<file path="src/rtl/fib_engine_if.sv">
// Handshake and result bundle between the Fibonacci engine and its controller/consumer.
interface fib_engine_if #(
  parameter int unsigned WIDTH   = 16,
  parameter int unsigned N_WIDTH = 6
);
  logic               start;
  logic [N_WIDTH-1:0] n;
  logic               mode;
  logic               abort;
  logic [WIDTH-1:0]   term;
  logic               term_valid;
  logic               term_ready;
  logic [WIDTH-1:0]   result;
  logic               overflow;
  logic               busy;
  logic               done;

  // Controller/consumer side.
  modport master (
    output start, n, mode, abort, term_ready,
    input  term, term_valid, result, overflow, busy, done
  );

  // Engine side.
  modport slave (
    input  start, n, mode, abort, term_ready,
    output term, term_valid, result, overflow, busy, done
  );
endinterface

</file>
<file path="src/rtl/fib_engine.sv">
// Fibonacci engine: computes F(n) mod 2^WIDTH with a sticky overflow flag, optionally
// streaming every term F(0)..F(n) over a valid/ready handshake. Abortable at any time.
module fib_engine #(
  parameter int unsigned WIDTH   = 16,
  parameter int unsigned N_WIDTH = 6
) (
  input  logic         clk,
  input  logic         rst_n,
  fib_engine_if.slave  bus
);

  typedef enum logic [2:0] {
    StIdle,
    StLoad,
    StCheck,
    StEmit,
    StAdd,
    StFinish
  } state_e;

  state_e             state_q, state_d;
  logic [WIDTH-1:0]   a_q, b_q;
  logic [N_WIDTH-1:0] cnt_q;
  logic               ovf_a_q, ovf_b_q;
  logic               mode_q;
  logic [WIDTH-1:0]   term_q;
  logic [WIDTH-1:0]   result_q;
  logic               overflow_q;
  logic [WIDTH:0]     sum;

  // Carry out of the add is the overflow indication for the new B term.
  assign sum = {1'b0, a_q} + {1'b0, b_q};

  // Next-state selection; abort overrides every transition outside idle.
  always_comb begin
    state_d = state_q;
    unique case (state_q)
      StIdle:   if (bus.start) state_d = StLoad;
      StLoad:   state_d = StCheck;
      StCheck: begin
        if (mode_q)              state_d = StEmit;
        else if (cnt_q == '0)    state_d = StFinish;
        else                     state_d = StAdd;
      end
      StEmit: begin
        if (bus.term_ready)      state_d = (cnt_q == '0) ? StFinish : StAdd;
      end
      StAdd:    state_d = StCheck;
      StFinish: state_d = StIdle;
      default:  state_d = StIdle;
    endcase
    if (state_q != StIdle && bus.abort) state_d = StIdle;
  end

  // State register.
  always_ff @(posedge clk or negedge rst_n) begin
    if (!rst_n) state_q <= StIdle;
    else        state_q <= state_d;
  end

  // Datapath: operand latch, term recurrence and overflow tracking.
  always_ff @(posedge clk or negedge rst_n) begin
    if (!rst_n) begin
      a_q     <= '0;
      b_q     <= '0;
      cnt_q   <= '0;
      ovf_a_q <= 1'b0;
      ovf_b_q <= 1'b0;
      mode_q  <= 1'b0;
    end else begin
      unique case (state_q)
        StIdle: begin
          if (bus.start) begin
            cnt_q  <= bus.n;
            mode_q <= bus.mode;
          end
        end
        StLoad: begin
          a_q     <= '0;
          b_q     <= {{(WIDTH-1){1'b0}}, 1'b1};
          ovf_a_q <= 1'b0;
          ovf_b_q <= 1'b0;
        end
        StAdd: begin
          a_q     <= b_q;
          b_q     <= sum[WIDTH-1:0];
          ovf_a_q <= ovf_b_q;
          ovf_b_q <= ovf_b_q | sum[WIDTH];
          cnt_q   <= cnt_q - 1'b1;
        end
        default: ;
      endcase
    end
  end

  // Result is captured on entry to finish so it is already valid while done is high.
  always_ff @(posedge clk or negedge rst_n) begin
    if (!rst_n) begin
      result_q   <= '0;
      overflow_q <= 1'b0;
    end else if (state_d == StFinish) begin
      result_q   <= a_q;
      overflow_q <= ovf_a_q;
    end
  end

  // Term register loaded on entry to emit; A does not change while stalled so it stays stable.
  always_ff @(posedge clk or negedge rst_n) begin
    if (!rst_n)                 term_q <= '0;
    else if (state_d == StEmit) term_q <= a_q;
  end

  assign bus.term       = term_q;
  assign bus.term_valid = (state_q == StEmit);
  assign bus.result     = result_q;
  assign bus.overflow   = overflow_q;
  assign bus.busy       = (state_q != StIdle);
  assign bus.done       = (state_q == StFinish);

endmodule

</file>
<file path="src/flat_wrapper.sv">
// flat-port wrapper written by rule: the top's interface ports become plain ports
module fib_engine_flat 
#(
  parameter int unsigned WIDTH   = 16,
  parameter int unsigned N_WIDTH = 6
)
  (clk, rst_n, bus_start, bus_n, bus_mode, bus_abort, bus_term_ready, bus_term, bus_term_valid, bus_result, bus_overflow, bus_busy, bus_done);
  fib_engine_if #(.WIDTH(WIDTH), .N_WIDTH(N_WIDTH)) bus_i ();
  input  logic clk;
  input  logic rst_n;
  input wire logic [$bits(bus_i.start)-1:0] bus_start;
  input wire logic [$bits(bus_i.n)-1:0] bus_n;
  input wire logic [$bits(bus_i.mode)-1:0] bus_mode;
  input wire logic [$bits(bus_i.abort)-1:0] bus_abort;
  input wire logic [$bits(bus_i.term_ready)-1:0] bus_term_ready;
  output wire logic [$bits(bus_i.term)-1:0] bus_term;
  output wire logic [$bits(bus_i.term_valid)-1:0] bus_term_valid;
  output wire logic [$bits(bus_i.result)-1:0] bus_result;
  output wire logic [$bits(bus_i.overflow)-1:0] bus_overflow;
  output wire logic [$bits(bus_i.busy)-1:0] bus_busy;
  output wire logic [$bits(bus_i.done)-1:0] bus_done;
  assign bus_i.start = bus_start;
  assign bus_i.n = bus_n;
  assign bus_i.mode = bus_mode;
  assign bus_i.abort = bus_abort;
  assign bus_i.term_ready = bus_term_ready;
  assign bus_term = bus_i.term;
  assign bus_term_valid = bus_i.term_valid;
  assign bus_result = bus_i.result;
  assign bus_overflow = bus_i.overflow;
  assign bus_busy = bus_i.busy;
  assign bus_done = bus_i.done;
  fib_engine #(.WIDTH(WIDTH), .N_WIDTH(N_WIDTH)) u_core (.clk(clk), .rst_n(rst_n), .bus(bus_i));
endmodule
</file>
<file path="config.mk">
export PLATFORM = sky130hd
export DESIGN_NAME = fib_engine_flat
export DESIGN_NICKNAME = d
export VERILOG_FILES = /design/src/rtl/fib_engine_if.sv /design/src/rtl/fib_engine.sv /design/src/flat_wrapper.sv
export SDC_FILE = /design/constraint.sdc
export NUM_CORES = 1
export LEC_CHECK = 0
export BUFFER_PORTS_ARGS = -buffer_cell sky130_fd_sc_hd__buf_4
export CAP_MARGIN = 5
export CELL_PAD_IN_SITES_DETAIL_PLACEMENT = 1
export CELL_PAD_IN_SITES_GLOBAL_PLACEMENT = 1
export CORE_ASPECT_RATIO = 1.75
export CORE_UTILIZATION = 41
export DETAILED_ROUTE_END_ITERATION = 16
export GPL_ROUTABILITY_DRIVEN = 0
export PLACE_DENSITY = 0.77
export SETUP_SLACK_MARGIN = 0.4
export SLEW_MARGIN = 30
export SYNTH_ARGS = -nofsm -noshare
export SYNTH_HDL_FRONTEND = slang
export SYNTH_SLANG_ARGS = --single-unit
</file>
<file path="constraint.sdc">
create_clock -name clk -period 2.2 [get_ports clk]
set_clock_uncertainty 0.05 [all_clocks]
set_input_delay 0.55 -clock clk [delete_from_list [all_inputs] [get_ports clk]]
set_output_delay 0.55 -clock clk [all_outputs]
set_load 0.03 [all_outputs]
</file>
After elaboration in Yosys (flattened, before gate mapping):

Index checks and enable logic that the tools add are counted.

* register bits: 77
* latch bits: 0
* RAM bits: 0
* ROM bits: 0
* output and inout bits: 36
* word-level logic and storage cells: 42
* memories: 0

* add/sub/neg operators: 2
* multiply operators: 0
* divide/modulo/power cells: 0
* order comparisons: 0
* equality and inequality tests: 8
* shift-type cells: 0
* mux-type cells: 12
* bitwise logic cells: 1
* reduce and logical (&&, ||, !) cells: 9

Operators by type and width (count)
* $pmux 16 s2: 2
* $add 16x16->17: 1
* $mux 3: 4
* $pmux 3 s4: 1
* $pmux 6 s2: 1
* $eq 3x2->1 const B: 3
* $eq 3x3->1 const B: 3
* $logic_not 6->1: 1
* $mux 6: 1
* $sub 6x1->6 const B: 1
* $pmux 1 s2: 2
* $reduce_and 2->1: 2
* $reduce_bool 2->1: 2
* $eq 3x1->1 const B: 1
* $logic_not 3->1: 1
* $reduce_bool 3->1: 1
* $ne 2x2->1 const B: 1
* $reduce_or 2->1: 1
* $logic_and 1x1->1: 1
* $mux 1: 1
* $or 1x1->1: 1

Depth between registers and ports, before layout:

* word-level depth: 6
* mapped depth: 9
* mapped depth without buffers: 9

Worst setup path before layout:

No wires, ideal clock.

* kind: register to register
* from: register u_core.a_q[0]
* to: register u_core.b_q[10]
* library setup time: 0.122 ns
* arrival: 1.976 ns
* required time: 2.028 ns
* setup slack: 0.052 ns
* cell stages (with the launch flop): 10
* buffers on the path: 0
* path through: dfrtp_1 > ha_1 > inv_1 > fa_1 > nor2b_1 > o2111ai_1 > a21oi_1 > o211ai_1 > a21o_1 > a32o_1

* longest elaborated chain between the ends: 2

Ends and longest elaborated chain
* start: declaration: line fib_engine.sv:22 `logic [WIDTH-1:0] a_q, b_q;`
* start signal: assignment: line fib_engine.sv:85 `a_q <= b_q;`
* $add 16x16->17: line fib_engine.sv:32 `assign sum = {1'b0, a_q} + {1'b0, b_q};`
* $pmux 16 s2: line fib_engine.sv:71 `unique case (state_q)`
* end signal: assignment: line fib_engine.sv:80 `b_q <= {{(WIDTH-1){1'b0}}, 1'b1};`
* end signal: assignment: line fib_engine.sv:86 `b_q <= sum[WIDTH-1:0];`
* end: declaration: line fib_engine.sv:22

Every way passes these cells.
A chain may end at the register's enable or synchronous reset.

Worst setup path after layout:

* from: register u_core.cnt_q[0]
* to: register u_core.term_q[14], in the netlist u_core.bus.term[14]

* longest elaborated chain between the ends: 6

Ends and longest elaborated chain
* start: declaration: line fib_engine.sv:23 `logic [N_WIDTH-1:0] cnt_q;`
* start signal: assignment: line fib_engine.sv:74 `cnt_q <= bus.n;`
* start signal: assignment: line fib_engine.sv:89 `cnt_q <= cnt_q - 1'b1;`
* $logic_not 6->1 (*): line fib_engine.sv:42, fib_engine.sv:46
* $mux 1 (*): line fib_engine.sv:42, fib_engine.sv:46
* $mux 3, on equally long branches: line fib_engine.sv:46, fib_engine.sv:41
* $pmux 3 s4 (*): line fib_engine.sv:37 `unique case (state_q)`
* $mux 3 (*): line fib_engine.sv:52 `if (state_q != StIdle && bus.abort) state_d = StIdle;`
* $eq 3x2->1 (*): line fib_engine.sv:110 `else if (state_d == StEmit) term_q <= a_q;`
* end signal: assignment: line fib_engine.sv:110
* end: declaration: line fib_engine.sv:26 `logic [WIDTH-1:0] term_q;`

Every way passes the cells marked *; elsewhere a longest branch is shown, timed or not.

==> results.ini <==
[cells_and_area]
final_cell_mix = buf_4, dfrtp_1, nand2_1
regArea_sq_um = 1930
nets = 468
antenna_cells = 0
fill_cells = 940
drive_gt1_share_pct = 46.0
final_common_cell = buf_4
syn_to_final_growth_pct = 43.3
multiInputGateArea_sq_um = 2090
final_area_sq_um = 5390

[sta]
fin_tns_setup_ns = 0
fin_crit_sh_pct = 99.3
clock.fmax_ghz = 0.458
setup_viol = 0
tightest_slew_ns = 0.513
drv_slew = 0
finalHoldViolCount = 0
relSlewSlack_pct = 65.8
finalWorstSetupSlack_ns = 0.0153
fin_crit_ns = 2.18
rsz0062_at_grt = true

[power_and_ir_drop]
power.density_nw_per_um2 = 889
p_sw_share_pct = 32.2
leakage_nw = 2.51
vdd_ir_drop_max_uv = 845
totalPowerFinal_mw = 4.79
p_seq_share_pct = 35.0
power.internal_mw = 3.25
pwr-share-comb_pct = 31.1
pwr-share-clk_pct = 33.9
power.switching_mw = 1.54

[setup_path]
r2r-start = u_core.cnt_q[0]
critPathTopFamily = simple AND/OR/NAND/NOR gates
r2r-end = u_core.bus.term[14]
critPathArrivalTime_ns = 2.36
reg2reg_slack_ns = 0.02
critPathBufInv = 3
worst_setup_path_start_kind = register
cp_slowest_cell = dfrtp_1
ff2ff_path_depth = 10
crit_chain = inv_2 > ha_4 > nand2b_4 > nor4_4 > nor3_2 > o31a_1 > nor3_4 > buf_6 > buf_8 > mux2_4
cp.required_ns = 2.37
crit_type = register to register
setup.worst_path.start = u_core.cnt_q[0]
crit_cells = 10
path_max_fanout = 5
critPathCaptureType = register
slowest_delay_ns = 0.40

[grt]
grt_util_all_layers_pct = 22.1
antenna_found_initial = 0
grt_pass1_wl_um = 15900
grt_max_degree = 43
grt-ovfl-total = 0
grt_pass1_vias = 3303

[floorplan]
die_area_sq_um = 9570
start_util_pct = 42.8
pin_count = 48
fp.coreArea_sq_um = 8780
rows = 45
die-width_um = 74.4
die_h_um = 129

[place]
dpl_cell_area_sq_um = 4490
hpwl_um = 6580
pre_cts_ws_ns = -0.00484
io_buffers = 47

[synth]
yosys.cell_types.count = 51
synth_seq_cells = 77
synth_flop_cell = dfrtp_1
ys_warn_count = 0
syn_area_sq_um = 3760
postSynthCellCount = 337
syn_avg_cell_area_sq_um = 11.2
synth-edff-count = 0
ys_async_sr_fraction_pct = 100
ys_seq_area_share_pct = 51.2
synth_fp_nets = 367

[run]
drv_cap = 0

[clocking]
cts-root-buf = clkbuf_16
numCtsBuffers = 9
cts.sinks = 77
clkSlewWorstSetupHoldPaths_ns = 0.06
insertion_delay_ns = 0.34
ctsLongestPathBuffers = 2
cts_tree = yes
htree_levels = 3

[drt]
antenna_left = 0
drc = 0
avgViaCountPerCell = 5.60
dr.pass1.iters = 4
drt_iter0_markers = 115
wl_per_cell_um = 19.4
drt-total-wl_um = 10900
vias = 3138

[outcome]
status = finished clean

[min_path]
hp-class = input pin to async pin

cell usage after synthesis, drive strengths merged (2+ instances only):
library cell,number,area (sq um)
o2111ai,2,17.5
xnor2,5,43.8
o21ai,31,159
mux2,32,360
a21o,4,30.0
buf,5,32.5
o21a,2,15.0
inv,10,37.5
dfrtp,77,1930
nor3,5,36.3
a22oi,3,22.5
nor2b,3,18.8
a21oi,16,80.1
a21boi,2,15.0
and2,3,18.8
a221o,4,40.0
nor2,17,63.8
nand2,34,128
nand2b,2,12.5
o31a,2,17.5
ha,17,213
nand4,3,18.8
a22o,16,140
o21bai,2,15.0
clkbuf,10,37.5
xor2,5,43.8
nand3,4,20.0
a211oi,4,30.0
o41ai,2,17.5
worst max path at each step:
stage                                     end  slack [ns]
after global routing           u_core.b_q[10]       -0.07
after CTS                  u_core.bus.term[6]        0.04
after global placement         u_core.b_q[10]        0.07
final                     u_core.bus.term[14]        0.02
after floorplan           u_core.bus.term[10]        0.11
after detailed placement       u_core.b_q[10]      -0.005
routing by layer:
metal / vias to the layer above / track usage, % / routed length, um
met2: 77 / 39.0 / 6140
met1: 1602 / 25.2 / 4050
met4: 0 / 11.3 / 369
met3: 24 / 2.98 / 321
met5: - / 0 / 0
li1: 1435 / - / -
state kept, by name, indices dropped and copies added, names as in the netlist:
name / count
u_core.a_q: 16
u_core.b_q: 16
u_core.bus.overflow: 1
u_core.bus.result: 16
u_core.bus.term: 16
u_core.cnt_q: 6
u_core.mode_q: 1
u_core.ovf_a_q: 1
u_core.ovf_b_q: 1
u_core.state_q: 3
cells by family (layout without fill, tap and decap cells):
logic type               count (synthesis)  after routing  share of synthesized area (%)
XOR/XNOR                                10             10                           2.33
flip-flops                              77             77                           51.2
buffers and inverters                   25            131                           2.86
multiplexers                            33             33                           9.85
AND/OR/NAND/NOR                         78             78                           10.3
adder cells (fa/ha/maj)                 18             18                           6.19
AO/OA/AOI/OAI                           96             96                           17.2
power by group through the flow:
stage                     logic (mW)  clock network [mW]  registers [mW]
after CTS                       1.27                1.65            1.68
after global routing            1.62                1.70            1.69
after global placement          1.08                   0            1.67
after detailed placement        1.13                   0            1.68
after floorplan                0.750                   0            1.67
final                           1.49                1.62            1.68
stage by stage:
stage,util [%],hold slack (ns),instances
detailed placement,51.1,0.415,507
global placement,51.1,0.403,507
finish,61.3,0.129,560
global route,61.3,0.170,560
CTS,57.9,0.146,545
floorplan,-,0.204,337
layout make-up:
class / instances / share of cell area, %
Multi-Input combinational cell: 235 / 38.9
Sequential cell: 77 / 35.9
Timing Repair Buffer: 105 / 15.8
Clock buffer: 12 / 4.76
Tap cell: 117 / 2.72
Clock inverter: 4 / 1.30
Inverter: 10 / 0.743
what timing repair did:
action	4_1_cts	5_1_grt
setup buffers	21	15
gates resized for setup	26	49
gates cloned	1	0
pin swaps	11	23
hold buffers	0	0
setup endpoints to repair	48	51
(Power assumes the default switching activity.)
